$ cat src/rtl/neuron_loader.sv
// neuron_loader
//   Collects byte-serial frames into a SYNAPSES-wide staging vector and commits
//   them either to the neuron's weights or to its input spikes. A completed
//   input frame is followed by a single-cycle step pulse that enables the neuron.
//
// Ports
//   clk              : single clock, rising edge
//   reset            : synchronous, active-high
//   in_data          : frame byte
//   in_valid         : in_data is valid
//   in_ready         : loader accepts a byte this cycle
//   frame_is_weights : frame type, sampled with the first byte only (1 = weights)
//   abort            : discard the partial frame (ignored during STEP)
//   weights          : committed weight vector
//   inputs           : committed input spike vector
//   step             : one-cycle neuron enable after an input frame
//   busy             : frame partially received or step pending
module neuron_loader #(
    parameter int SYNAPSES = 32
) (
    input  logic                clk,
    input  logic                reset,
    input  logic [7:0]          in_data,
    input  logic                in_valid,
    output logic                in_ready,
    input  logic                frame_is_weights,
    input  logic                abort,
    output logic [SYNAPSES-1:0] weights,
    output logic [SYNAPSES-1:0] inputs,
    output logic                step,
    output logic                busy
);

    localparam int BYTES = SYNAPSES / 8;
    localparam int CW    = $clog2(BYTES + 1);

    typedef enum logic [1:0] {IDLE, RECV, STEP} state_t;

    state_t              state, state_nxt;
    logic [CW-1:0]       cnt, cnt_nxt;
    logic [SYNAPSES-1:0] stage, stage_nxt, stage_ins;
    logic                is_w, is_w_nxt;
    logic                accept, last, frame_w;
    logic                commit_w, commit_i;

    // Gating with reset keeps the handshake and status quiet while reset is held,
    // so a step that was pending when reset arrived never shows up.
    assign in_ready = (state != STEP) && !reset;
    assign accept   = in_valid && in_ready && !abort;
    assign step     = (state == STEP) && !reset;
    assign busy     = ((state == RECV) || (state == STEP)) && !reset;

    // Frame type comes from the live input on the first byte, else the latched copy.
    assign frame_w  = (state == IDLE) ? frame_is_weights : is_w;
    assign last     = (cnt == CW'(BYTES - 1));

    // Staging vector with the current byte dropped into its slot.
    always_comb begin
        stage_ins = stage;
        for (int b = 0; b < BYTES; b++) begin
            if (cnt == CW'(b)) stage_ins[b*8 +: 8] = in_data;
        end
    end

    always_comb begin
        state_nxt = state;
        cnt_nxt   = cnt;
        stage_nxt = stage;
        is_w_nxt  = is_w;
        commit_w  = 1'b0;
        commit_i  = 1'b0;
        case (state)
            IDLE, RECV: begin
                if (abort) begin
                    state_nxt = IDLE;
                    cnt_nxt   = '0;
                    stage_nxt = '0;
                end else if (accept) begin
                    if (last) begin
                        commit_w  = frame_w;
                        commit_i  = !frame_w;
                        cnt_nxt   = '0;
                        stage_nxt = '0;
                        state_nxt = frame_w ? IDLE : STEP;
                    end else begin
                        cnt_nxt   = cnt + 1'b1;
                        stage_nxt = stage_ins;
                        state_nxt = RECV;
                        if (state == IDLE) is_w_nxt = frame_is_weights;
                    end
                end
            end
            STEP:    state_nxt = IDLE;
            default: state_nxt = IDLE;
        endcase
    end

    always_ff @(posedge clk) begin
        if (reset) begin
            state   <= IDLE;
            cnt     <= '0;
            stage   <= '0;
            is_w    <= 1'b0;
            weights <= '0;
            inputs  <= '0;
        end else begin
            state <= state_nxt;
            cnt   <= cnt_nxt;
            stage <= stage_nxt;
            is_w  <= is_w_nxt;
            if (commit_w) weights <= stage_ins;
            if (commit_i) inputs  <= stage_ins;
        end
    end

endmodule

$ cat config.mk
export PLATFORM = sky130hd
export DESIGN_NAME = neuron_loader
export DESIGN_NICKNAME = d
export VERILOG_FILES = /design/src/rtl/neuron_loader.sv
export SDC_FILE = /design/constraint.sdc
export NUM_CORES = 1
export LEC_CHECK = 0
export ABC_AREA = 1
export CAP_MARGIN = 0
export CORE_ASPECT_RATIO = 0.7
export CORE_UTILIZATION = 35
export CTS_CLUSTER_DIAMETER = 120
export DETAILED_ROUTE_END_ITERATION = 6
export HOLD_SLACK_MARGIN = 0.02
export REMOVE_ABC_BUFFERS = 1
export SYNTH_ARGS = -nofsm -noshare
export SYNTH_HDL_FRONTEND = slang
export SYNTH_SLANG_ARGS = --single-unit
$ cat constraint.sdc
create_clock -name clk -period 2.44 [get_ports clk]
set_clock_uncertainty 0.15 [all_clocks]
set_input_delay 0.488 -clock clk [delete_from_list [all_inputs] [get_ports clk]]
set_output_delay 0.488 -clock clk [all_outputs]
set_load 0.01 [all_outputs]
Word level (Yosys, flattened, before mapping)
Cells that the tools add are included.
{ "classes": {"n_addsub": 1, "n_mul": 0, "n_div": 0, "n_lt_le_gt_ge": 0, "n_eq_ne": 6, "n_shift": 0, "muxes": 21, "n_bitwise": 3, "reduce_logical": 16} }
{ "ops": {"columns": ["operator", "n"], "rows": [
  ["$mux 32", 3],
  ["$mux 8", 4],
  ["$mux 1", 9],
  ["$mux 3", 3],
  ["$eq 3x2->1 const B", 2],
  ["$logic_and 1x1->1", 5],
  ["$mux 2", 2],
  ["$reduce_and 4->1", 1],
  ["$add 3x1->3 const B", 1],
  ["$eq 3x1->1 const B", 1],
  ["$logic_not 1->1", 3],
  ["$logic_not 3->1", 1],
  ["$not 1->1", 3],
  ["$reduce_or 3->1", 1],
  ["$eq 2x1->1 const B", 1],
  ["$eq 2x2->1 const B", 1],
  ["$logic_not 2->1", 1],
  ["$ne 2x2->1 const B", 1],
  ["$reduce_and 2->1", 1],
  ["$reduce_bool 2->1", 1],
  ["$reduce_or 2->1", 1],
  ["$logic_or 1x1->1", 1]
]} }
{ "word_totals": {"register_bits": 102, "latch_bits": 0, "ramBits": 0, "rom_bits": 0, "word_cells": 53, "memories": 0} }

Longest topological paths before layout
{ "depth": {"ltp_word": 7, "ltp_mapped": 10, "mapped_depth_nobuf": 10} }

Worst setup path before layout
OpenSTA, ideal clock, no wires.
{ "synth_timing": {"path_type": "reg2reg", "startpoint": "register state[0]", "endpoint": "register weights[30]", "arrival_time_ps": 1461, "required_time_ps": 2177, "path_slack_ps": 716, "path_stages_with_launch": 10, "path_buffers": 1, "cell_sequence": "dfxtp_1 -> inv_1 -> ha_1 -> nor2_4 -> nand3_2 -> nor2_4 -> buf_6 -> nand2_1 -> nor2_1 -> nor2_1"} }
{ "synth_between": {"elab_chain_cells": 7, "word_cells_on_any_way": 12, "classes_between": "eq/ne: 2; mux: 5; reduce/logical: 5"} }
{ "synth_lines": {"columns": ["element", "line", "rtl"], "rows": [
  ["from (decl)", "39", "state_t state, state_nxt;"],
  ["from (signal assigned)", "107", "state <= state_nxt;"],
  ["$ne 2x2->1", "48", "assign in_ready = (state != STEP) && !reset;"],
  ["$logic_and 1x1->1", "48", null],
  ["via in_ready", "25", "output logic in_ready,"],
  ["$logic_and 1x1->1 (2 in series)", "49", "assign accept = in_valid && in_ready && !abort;"],
  ["$mux 1", "78", "end else if (accept) begin"],
  ["$mux 1", "74", "if (abort) begin"],
  ["$mux 1", "72", "case (state)"],
  ["to (signal assigned)", "111", "if (commit_w) weights <= stage_ins;"],
  ["to (decl)", "28", "output logic [SYNAPSES-1:0] weights,"]
]} }
The timed path passes the listed nets, and every way through them passes these cells.
A chain may end at the register's enable or synchronous reset.

Final worst setup path
{ "layout_timing": {"startpoint": "input reset", "endpoint": "output in_ready"} }
{ "layout_between": {"elab_chain_cells": 2} }
{ "layout_lines": {"columns": ["element", "line", "rtl"], "rows": [
  ["from (decl)", "22", "input logic reset,"],
  ["$logic_not 1->1", "48", null],
  ["$logic_and 1x1->1", "48", null],
  ["to (decl)", "25", null]
]} }
Every way passes these cells.

==> flow_summary.json <==
{
  "ys_top_cells_by_area": "dfxtp_1, nand2_1, nand3_1",
  "dp_cells": 971,
  "dieArea_mm2": 0.01437,
  "grt_start_max_net_pins": 64,
  "ir_drop_v": 0.0003451,
  "startpoint_type": "primary input",
  "core-area_mm2": 0.01336,
  "synth-seq-area-share": 0.4200,
  "drc": 0,
  "synthDominantCellAreaShare": 0.4200,
  "yosys_register_bits": 102,
  "setup_viol": 0,
  "cp_num_cells": 3,
  "cap_violations": 0,
  "n_antenna_cell": 0,
  "antenna_found_initial": 0,
  "io_pins": 80,
  "ctsHoldBuffers": 0,
  "min_path_cells": 2,
  "start_util": 0.3640,
  "first_global_vias": 4298,
  "synth_ff_type": "dfxtp_1",
  "path_cells": "clkdlybuf4s50_1 > nor2_4 > clkdlybuf4s50_1",
  "cts_sinks": 102,
  "clock_latency_ns": 0.35,
  "final_cells": 987,
  "cts_max_level": 3,
  "holdWs_ns": 0.2922,
  "area_delta_synth_final_pct": 26.02,
  "finalMaxSlewViolations": 0,
  "grt_overflow": 0,
  "first_iter_violations": 274,
  "grt_first_pass_wirelength_mm": 20.30,
  "end_kind": "output pin",
  "dieWidth_um": 142.9,
  "antenna_left": 0,
  "place.gp.congestion": 0.7535,
  "synth.most_common_cell": "nand2_1",
  "grt_use_total": 0.1800,
  "cp_max_fo": 5,
  "tritoncts": "built",
  "path_delay_family": "buffers and inverters",
  "fillers": 1356,
  "synth.distinct_cells": 20,
  "reg2regPathDepth": 7,
  "cts_root_buf": "clkbuf_16",
  "via_count": 4669,
  "min_period_ns": 2.370,
  "rsz0062_at_grt": "false",
  "cp.required_ns": 1.80,
  "critPathMaxStageDelay_ns": 0.55,
  "syn_area_per_cell_um2": 6.562,
  "num_rows": 35,
  "routed_wl_mm": 12.21,
  "cts_buffers": 9,
  "crit_type": "primary input to output pin",
  "synth_edf_count": 0,
  "vias_per_cell": 4.730,
  "drive_gt1_frac": 0.05112,
  "synth_common_cells": "nand2_1, nor2_1, nand3_1, dfxtp_1, a21oi_1",
  "powerDensity_mw_per_mm2": 586.4,
  "cp_num_buf_inv": 2,
  "drtPass1Iterations": 4,
  "cp_common_cell": "clkdlybuf4s50_1",
  "relSlewSlack": 0.6764,
  "dp_hpwl_mm": 8.283,
  "wl_per_cell_um": 12.37,
  "hold_class": "flip-flop to flip-flop",
  "hold_viol": 0,
  "max_freq_mhz": 421.9,
  "netlist_area_mm2": 0.004862,
  "worstMarginPinSlew_ns": 0.4803,
  "final_util": 0.4587,
  "nets": 817,
  "synthCells": 741,
  "worstPathArrival_ns": 1.73,
  "fin_crit_sh": 0.9713,
  "ys_warn_count": 0,
  "cts_buffer_depth": 2,
  "path_clk_slew_ns": 0.07,
  "run_status": "complete, no violations",
  "async_flop_share": 0,
  "synth_top_area_cell": "dfxtp_1",
  "cp_slowest_cell": "clkdlybuf4s50_1",
  "power_leakage_nw": 2.647,
  "fp.dieH_um": 100.6,
  "io_buffers": 79
}
==> logic make-up after synthesis <==
family | after synthesis | share of synthesized area
flops | 102 | 0.4200
buf+inv | 105 | 0.09856
simple gates | 448 | 0.3791
fa+ha+maj | 7 | 0.01801
compound gates | 79 | 0.08441
==> state kept, by name (all words and copies together) (netlist names) <==
register and cells:
cnt 3, inputs 32, is_w 1, stage 32, state 2, weights 32
==> layer usage <==
layer / wire [um] / global-route usage
met5: 0 / 0
met4: 125 / 0.05294
met2: 5563 / 0.3020
met3: 628 / 0.04418
met1: 5894 / 0.2290
==> cell type report <==
type                       instances  area [um2]  area share
clock buffer                      12       246.5     0.04023
clock inverter                     4       22.52    0.003676
inverter                          55       206.4     0.03369
multi-input combinational        534        2365      0.3860
sequential                       102        2042      0.3333
tap                              185       231.5     0.03778
timing repair buffer              95        1013      0.1654
==> cells in the final DEF, fill, tap and decap left out, types with 2 or more instances in the layout <==
cell and n:
clkinv_2 3, o21ai_0 12, a21oi_1 63, inv_1 52, clkbuf_16 9, clkdlybuf4s50_1 78
nand3_1 109, inv_2 3, buf_4 8, dfxtp_1 102, clkbuf_1 2, nor2_4 4
nor2_1 136, nand2_1 197, buf_12 8, a21oi_4 2, ha_1 7
==> report_power, final <==
group / internal, W / switching (W)
registers: 0.00171 / 0.0000241
logic: 0.000178 / 0.000343
clock network: 0.000715 / 0.000623
total: 0.00260 / 0.000990
==> tightest hold or removal path: stages (launching register included) <==
cell and delay (ns):
dfxtp_1 0.31, nand2_1 0.06, nor2_1 0.04
==> final timing paths <==
| path | from | end | slack (ns) |
|---|---|---|---|
| setup / recovery | reset | in_ready | 0.07 |
| hold / removal | stage[31]$_SDFFE_PP0P_ | stage[31]$_SDFFE_PP0P_ | 0.29 |
| setup reg to reg | state[1]$_SDFFE_PP0P_ | stage[30]$_SDFFE_PP0P_ | 0.40 |
| hold reg to reg | stage[31]$_SDFFE_PP0P_ | stage[31]$_SDFFE_PP0P_ | 0.29 |
==> timing repair <==
| item | CTS | global route |
|---|---|---|
| resized for setup | 0 | 1 |
| setup buffers | 0 | 0 |
| endpoints found under the setup margin | 0 | 1 |
==> metrics by stage <==
step / cell area (um2) / setup TNS [ns] / setup slack (ns) / total power, W
2_1_floorplan: 4589 / -70.07 / -1.302 / 0.002122
3_3_place_gp: 5856 / 0 / 0.09595 / 0.002274
3_5_place_dp: 5856 / 0 / 0.06777 / 0.002294
4_1_cts: 6125 / 0 / 0.06005 / 0.003642
5_1_grt: 6127 / 0 / 0.02244 / 0.003780
6_report: 6127 / 0 / 0.07003 / 0.003593
(Power assumes the default switching activity.)
